### config.mk
export PLATFORM = sky130hd
export DESIGN_NAME = bus_capture_6502
export DESIGN_NICKNAME = d
export VERILOG_FILES = /design/src/rtl/bus_capture_6502.sv
export SDC_FILE = /design/constraint.sdc
export NUM_CORES = 1
export LEC_CHECK = 0
export ABC_AREA = 1
export ABC_CLOCK_PERIOD_IN_PS = 2100
export BUFFER_PORTS_ARGS = -buffer_cell sky130_fd_sc_hd__buf_2
export CORE_MARGIN = 2
export CORE_UTILIZATION = 30
export CTS_CLUSTER_SIZE = 16
export DETAILED_ROUTE_END_ITERATION = 10
export HOLD_SLACK_MARGIN = 0.08
export PLACE_DENSITY = 0.58
export SYNTH_ARGS = -nofsm -noshare
export SYNTH_HDL_FRONTEND = slang
export SYNTH_SLANG_ARGS = --single-unit
### constraint.sdc
create_clock -name clk -period 2.1 [get_ports clk]
set_clock_uncertainty 0.2 [all_clocks]
set_input_delay 0.21 -clock clk [delete_from_list [all_inputs] [get_ports clk]]
set_output_delay 0.21 -clock clk [all_outputs]
set_load 0.02 [all_outputs]
### src/rtl/bus_capture_6502.sv
// 6502 bus front-end: synchronises the asynchronous bus into clk, detects completed,
// glitch-filtered write cycles and queues {rs, data} in a small first-word-fall-through FIFO.
module bus_capture_6502 #(
    parameter int SYNC_STAGES = 2,
    parameter int FIFO_DEPTH  = 4,
    parameter int MIN_HIGH    = 8,
    localparam int CNT_W      = $clog2(FIFO_DEPTH + 1)
) (
    input  logic             clk,
    input  logic             rst_n,
    input  logic             clk_ext1,
    input  logic             cs,
    input  logic [3:0]       rs,
    input  logic             wren,
    input  logic [7:0]       data_in,
    output logic             wr_valid,
    output logic [3:0]       wr_addr,
    output logic [7:0]       wr_data,
    input  logic             wr_ready,
    output logic [CNT_W-1:0] fifo_count,
    output logic             overflow,
    input  logic             clr_overflow
);

    localparam int PTR_W = $clog2(FIFO_DEPTH);
    localparam int HI_W  = $clog2(MIN_HIGH + 1);
    localparam int SET_W = $clog2(SYNC_STAGES + 1);

    localparam logic [1:0] ST_IDLE = 2'd0;
    localparam logic [1:0] ST_LOW  = 2'd1;
    localparam logic [1:0] ST_HIGH = 2'd2;

    // Bit layout {phi2, cs, wren, rs[3:0], data[7:0]}; the shadow drops the phi2 bit.
    localparam logic [14:0] SYNC_RST   = 15'b0_1_1_0000_00000000;
    localparam logic [13:0] SHADOW_RST = 14'b1_1_0000_00000000;

    logic [14:0]                  w_bus_in;
    logic [SYNC_STAGES-1:0][14:0] r_sync;
    logic [14:0]                  w_sync;
    logic                         w_phi2_s;

    logic [1:0]       r_state;
    logic [SET_W-1:0] r_settle;
    logic [HI_W-1:0]  r_hi_cnt;
    logic [13:0]      r_shadow;

    logic [11:0]      r_mem [FIFO_DEPTH];
    logic [PTR_W-1:0] r_wr_ptr;
    logic [PTR_W-1:0] r_rd_ptr;
    logic [CNT_W-1:0] r_count;
    logic             r_overflow;
    logic [11:0]      w_head;
    logic             w_commit;
    logic             w_full;
    logic             w_pop;
    logic             w_push;
    logic             w_drop;

    assign w_bus_in = {clk_ext1, cs, wren, rs, data_in};

    // One shared chain keeps every bus bit aligned to the same synchronised phi2 sample.
    always_ff @(posedge clk or negedge rst_n) begin
        if (!rst_n) begin
            r_sync <= {SYNC_STAGES{SYNC_RST}};
        end else begin
            r_sync <= {r_sync[SYNC_STAGES-2:0], w_bus_in};
        end
    end

    assign w_sync   = r_sync[SYNC_STAGES-1];
    assign w_phi2_s = w_sync[14];

    // IDLE first waits for the chain to refill, so a phi2 already high at release is seen.
    always_ff @(posedge clk or negedge rst_n) begin
        if (!rst_n) begin
            r_state  <= ST_IDLE;
            r_settle <= '0;
            r_hi_cnt <= '0;
            r_shadow <= SHADOW_RST;
        end else begin
            case (r_state)
                ST_IDLE: begin
                    if (r_settle != SET_W'(SYNC_STAGES)) begin
                        r_settle <= r_settle + SET_W'(1);
                    end else if (!w_phi2_s) begin
                        r_state <= ST_LOW;
                    end
                end
                ST_LOW: begin
                    if (w_phi2_s) begin
                        r_state  <= ST_HIGH;
                        r_hi_cnt <= '0;
                    end
                end
                ST_HIGH: begin
                    if (w_phi2_s) begin
                        r_shadow <= w_sync[13:0];
                        if (r_hi_cnt != HI_W'(MIN_HIGH)) begin
                            r_hi_cnt <= r_hi_cnt + HI_W'(1);
                        end
                    end else begin
                        r_state <= ST_LOW;
                    end
                end
                default: r_state <= ST_IDLE;
            endcase
        end
    end

    assign w_commit = (r_state == ST_HIGH) && !w_phi2_s && (r_hi_cnt >= HI_W'(MIN_HIGH))
                      && !r_shadow[13] && !r_shadow[12];

    assign w_full = (r_count == CNT_W'(FIFO_DEPTH));
    assign w_pop  = (r_count != '0) && wr_ready;
    assign w_push = w_commit && (!w_full || w_pop);
    assign w_drop = w_commit && w_full && !w_pop;

    always_ff @(posedge clk) begin
        if (w_push) begin
            r_mem[r_wr_ptr] <= r_shadow[11:0];
        end
    end

    always_ff @(posedge clk or negedge rst_n) begin
        if (!rst_n) begin
            r_wr_ptr   <= '0;
            r_rd_ptr   <= '0;
            r_count    <= '0;
            r_overflow <= 1'b0;
        end else begin
            if (w_push) begin
                r_wr_ptr <= r_wr_ptr + PTR_W'(1);
            end
            if (w_pop) begin
                r_rd_ptr <= r_rd_ptr + PTR_W'(1);
            end
            if (w_push && !w_pop) begin
                r_count <= r_count + CNT_W'(1);
            end else if (w_pop && !w_push) begin
                r_count <= r_count - CNT_W'(1);
            end
            if (w_drop) begin
                r_overflow <= 1'b1;
            end else if (clr_overflow) begin
                r_overflow <= 1'b0;
            end
        end
    end

    // Head is masked while empty so the outputs read zero without resetting the RAM.
    assign w_head     = r_mem[r_rd_ptr];
    assign wr_valid   = (r_count != '0);
    assign wr_addr    = wr_valid ? w_head[11:8] : 4'd0;
    assign wr_data    = wr_valid ? w_head[7:0] : 8'd0;
    assign fifo_count = r_count;
    assign overflow   = r_overflow;

endmodule

# Word-level counts from Yosys, hierarchy flattened
# Memories as Yosys holds them, arrays and structs flattened.
# Index checks and enable logic that the tools add are counted.
[word_totals]
ff_bits = 60
ram_bits = 48
out_inout_bits = 17
mem_count = 1
inputBits = 19
[classes]
muxes = 16
n_eq_ne = 9
add_sub_neg = 6
order_cmp = 1
reduce_logical = 26
[mem_list]
columns = ["name", "words", "word_bits", "read_ports", "rd_clocked_by_memory_dff", "wr", "line", "rtl"]
rows = [
  ["r_mem", 4, 12, 1, 0, 1, "47", "logic [11:0] r_mem [FIFO_DEPTH];"],
]
[op_table]
columns = ["op", "n"]
rows = [
  ["4-bit two-way mux", 4],
  ["1-bit logical AND", 10],
  ["2-bit inequality test (second input constant)", 5],
  ["8-bit two-way mux", 1],
  ["4-bit one-hot mux with 2 select lines", 1],
  ["2-bit by 1-bit adder with 2-bit output (second input constant)", 3],
  ["1-bit logical NOT", 6],
  ["2-bit two-way mux", 3],
  ["3-bit two-way mux", 2],
  ["2-bit one-hot mux with 3 select lines", 1],
  ["2-bit AND reduction", 3],
  ["2-bit nonzero test", 3],
  ["4-bit by 1-bit adder with 4-bit output (second input constant)", 1],
  ["4-bit greater-or-equal comparator (second input constant)", 1],
  ["1-bit two-way mux", 4],
  ["4-bit inequality test (second input constant)", 1],
  ["4-bit AND reduction", 1],
  ["3-bit by 1-bit adder with 3-bit output (second input constant)", 1],
  ["3-bit equality test (second input constant)", 1],
  ["3-bit nonzero test", 1],
  ["3-bit by 1-bit subtractor with 3-bit output (second input constant)", 1],
  ["2-bit by 1-bit equality test with 1-bit output (second input constant)", 1],
  ["2-bit equality test (second input constant)", 1],
  ["2-bit logical NOT", 1],
  ["1-bit logical OR", 1],
]

# Depth between registers and ports, before layout
[depth]
depth_word = 10
mapped_depth = 12
ltp_nobuf = 12

# Worst setup path after synthesis
# No wires, ideal clock.
[synth_timing]
path_kind = "flip-flop to flip-flop"
start = "register r_count[0] (netlist: fifo_count[0])"
end = "register r_count[2] (netlist: fifo_count[2])"
n_path_buf = 0
stages_incl_launch_ff = 10
required_time_ns = 1.777
arrival_ns = 1.840
slack_ns = -0.063
synth_period_minus_slack_ns = 2.163
path_cell_list = "dfrtp_1 nor2_1 nand2_1 nand2_1 ha_1 inv_1 fa_1 nand2_1 nand3_1 xor2_1"
[synth_via]
elab_chain_len = 7
[synth_lines]
columns = ["item", "line", "rtl"]
rows = [
  ["start, declared", "50", "logic [CNT_W-1:0] r_count;"],
  ["start signal, assigned", "138", "r_count <= r_count + CNT_W'(1);"],
  ["start signal, assigned", "140", "r_count <= r_count - CNT_W'(1);"],
  ["3-bit nonzero test (*)", "--", ""],
  ["named net wr_valid", "16", "output logic wr_valid,"],
  ["1-bit logical AND (*)", "114", "assign w_pop = (r_count != '0) && wr_ready;"],
  ["1-bit logical OR", "115", "assign w_push = w_commit && (!w_full || w_pop);"],
  ["1-bit logical AND", "115", ""],
  ["1-bit logical NOT", "139", "end else if (w_pop && !w_push) begin"],
  ["1-bit logical AND", "139", ""],
  ["2-bit nonzero test (no source line)", "--", ""],
]
# Mark *: on every way through the listed nets, which the timed path passes. The rest lies on a longest branch. The select of a mux whose other input is x is not followed.
# A chain may end at the register's enable or synchronous reset.

# Worst setup path in the final report
[layout_timing]
start = "register r_rd_ptr[0]"
end = "output port wr_addr[1]"
[layout_via]
elab_chain_len = 2
[layout_lines]
columns = ["item", "line", "rtl"]
rows = [
  ["start, declared", "49", "logic [PTR_W-1:0] r_rd_ptr;"],
  ["start signal, assigned", "135", "r_rd_ptr <= r_rd_ptr + PTR_W'(1);"],
  ["memory read 4 x 12 bit", "--", ""],
  ["4-bit two-way mux", "153", "assign wr_addr = wr_valid ? w_head[11:8] : 4'd0;"],
  ["end, declared", "17", "output logic [3:0] wr_addr,"],
]
# Every way passes these cells.

==> flow_metrics.env <==
export IMPL_tns_ns=0
export IMPL_worstSetupStartpoint="r_rd_ptr[0]"
export IMPL_place_port_buffers=35
export IMPL_die_h_um=120.8
export IMPL_clock_latency_ns=0.34
export IMPL_diodes=0
export IMPL_overflow=0
export IMPL_wl_met3_um=264
export IMPL_slew_headroom_pct=78.39
export IMPL_slowest_stage="dfrtp_2"
export IMPL_holdWs_ns=0.1023
export IMPL_r2r_start="r_state[0]"
export IMPL_powerDensity_nw_per_um2=1168
export IMPL_antenna_found_initial=0
export IMPL_cts_buffers=9
export IMPL_die_area_um2=14590
export IMPL_drt_vias_per_instance=4.153
export IMPL_cp_endpoint="wr_addr[1]"
export IMPL_syn_to_final_growth_pct=23.88
export IMPL_vias=2475
export IMPL_hold_class="input pin to flop"
export IMPL_synth_top_cell_by_area="edfxtp_1"
export IMPL_hpwl_um=4752
export IMPL_netlist_area_um2=4093
export IMPL_ys_seq_area_share_pct=72.09
export IMPL_mostFrequentLayoutCells="nand2_1 (67), nor2_1 (59), dfrtp_1 (51), edfxtp_1 (48), buf_2 (33)"
export IMPL_drt_total_wl_um=7237
export IMPL_htreeDepth=3
export IMPL_cp_end_kind="output port"
export IMPL_clk_pin_slew_worst_paths_ns=0.07
export IMPL_setup_viol=0
export IMPL_row_count=42
export IMPL_tightest_slew_ns=0.3242
export IMPL_dp_slack_ns=0.02514
export IMPL_grt_pass1_wl_um=11900
export IMPL_setup_ws_ns=0.09008
export IMPL_synthTopCellsByArea="edfxtp_1 (35%), dfrtp_1 (33%), nand2_1 (6.3%), nor2_1 (5.5%), dfstp_2 (3.9%)"
export IMPL_rsz0062_at_grt="true"
export IMPL_wl_per_cell_um=12.14
export IMPL_gp_congestion=0.7474
export IMPL_core_area_um2=13300
export IMPL_synth_edf_count=48
export IMPL_max_freq_mhz=497.5
export IMPL_num_io_pins=36
export IMPL_r2r_end="fifo_count[2]"
export IMPL_syn_nets=371
export IMPL_cts_sinks=108
export IMPL_drc=0
export IMPL_seq_area_um2=2954
export IMPL_yosys_warnings=0
export IMPL_drv_slew=0
export IMPL_clk_path_buf_depth=2
export IMPL_grt_max_degree=61
export IMPL_synth_async_reset_ratio_pct=55.56
export IMPL_worst_setup_path_start_kind="flop"
export IMPL_synth_seq_cells=108
export IMPL_synth_cell_types=25
export IMPL_reg2reg_slack_ns=0.13
export IMPL_highest_layer="met4"
export IMPL_fill_cells=1294
export IMPL_synth_flop_cell="dfrtp_1"
export IMPL_cts_tree="built"
export IMPL_drtIter0Drc=86
export IMPL_initial_utilization_pct=30.78
export IMPL_multi_input_area_um2=988.4
export IMPL_cap_violations=0
export IMPL_fin_util_pct=38.13
export IMPL_synth_cells=343
export IMPL_fin_nets=443
export IMPL_reg2reg_depth=11
export IMPL_cp_cell_sequence="inv_4 -> buf_6 -> o21ai_0 -> a21oi_1 -> buf_2"
export IMPL_grt_pass1_vias=2486
export IMPL_wl_met1_um=3422
export IMPL_slowest_delay_ns=0.44
export IMPL_mostFrequentLayoutCell="nand2_1"
export IMPL_ant_nets=0
export IMPL_dr_pass1_iters=5
export IMPL_leakagePower_nw=2.171
export IMPL_arrival_ns=1.60
export IMPL_worstSetupPathType="flop to output port"
export IMPL_ctsRootBufferMaster="clkbuf_16"
export IMPL_period_minus_slack_ns=2.010
export IMPL_crit_fanout=18
export IMPL_status="finished, final reports clean"
export IMPL_synthDominantCellAreaShare_pct=35.22
export IMPL_post_dp_cell_area_um2=4561
export IMPL_avgSynthCellArea_um2=11.93
export IMPL_die_w_um=120.8
export IMPL_peakVddDrop_mv=0.4006
export IMPL_required_ns=1.69
export IMPL_hold_viol_final=0
export IMPL_dr_wl_met2_um=3407
export IMPL_fin_crit_sh_pct=95.71
export IMPL_grt_use_total_pct=10.68
export IMPL_drive_above_1_share_pct=22.14
export IMPL_stdcell_area_um2=5070
## Yosys cell counts, types with 3 or more instances
library cell,number
a21oi_1,14
buf_2,4
buf_4,4
dfrtp_1,54
dfstp_2,6
edfxtp_1,48
ha_1,8
inv_1,21
inv_2,4
nand2_1,69
nand3_1,5
nand4_1,3
nor2_1,60
o21ai_0,22
o21ai_1,7
## repair_timing
| action | CTS | global route |
|---|---|---|
| hold buffers | 18 | 0 |
| hold endpoints to repair | 78 | 0 |
| endpoints found under the setup margin | 0 | 14 |
| resized for setup | 0 | 13 |
| buffers inserted | 0 | 2 |
## layout make-up
cell class | count | area share (%)
clock buffer | 10 | 4.516
clock inverter | 6 | 1.111
timing repair buffer | 71 | 10.37
sequential | 108 | 58.27
inverter | 25 | 1.900
tap | 176 | 4.344
multi-input combinational | 200 | 19.50
## power by group
part / switching, W / leakage, nW / internal, W
combinational: 0.00106 / 0.881 / 0.000633
clock: 0.000760 / 0.137 / 0.000828
sequential: 0.000173 / 1.15 / 0.00247
## routing by layer
| layer | GRT usage, % | vias up |
|---|---|---|
| met5 | 0 | - |
| met1 | 13.73 | 1150 |
| met2 | 17.48 | 48 |
| met3 | 2.170 | 12 |
| li1 | - | 1265 |
| met4 | 4.724 | 0 |
## worst min-delay path by stage
stage                     startpoint            end  slack (ns)  depth (start not counted)
after floorplan                rst_n  fifo_count[0]       -0.29                          0
after global placement         rst_n    r_hi_cnt[0]        0.04                          2
after detailed placement       rst_n    r_hi_cnt[2]        0.05                          2
after CTS                 r_sync[11]     w_sync[11]        0.15                          0
after global routing        wr_ready    r_rd_ptr[0]        0.14                          3
final                       wr_ready    r_rd_ptr[0]        0.10                          3
## sequential cells by signal, indices dropped and copies added, names as in the netlist
name        flops
r_mem          48
r_sync         15
w_sync         15
r_shadow       14
r_hi_cnt        4
fifo_count      3
r_rd_ptr        2
r_settle        2
r_state         2
r_wr_ptr        2
overflow        1
## worst max-delay path: cells and delay by family (launching register included)
kind	cells	cell delay (ns)
buffers and inverters	3	0.49
AOI/OAI and AO/OA	2	0.32
DFF	1	0.44
## logic make-up after synthesis
| kind of cell | Yosys count | share of synthesized area, % |
|---|---|---|
| DFF | 108 | 72.09 |
| and+or+nand+nor | 143 | 14.64 |
| adders and majority gates | 9 | 2.935 |
| AOI/OAI and AO/OA | 44 | 5.411 |
| xor gates and xnor gates | 4 | 0.8562 |
| buffers and inverters | 35 | 4.066 |
## metrics by stage
step | power (W) | std cells
CTS | 0.005956 | 595
global route | 0.006291 | 596
detailed placement | 0.004325 | 561
floorplan | 0.003729 | 343
global placement | 0.004288 | 561
finish | 0.005921 | 596
No activity file was read; power rests on OpenSTA's default activity.
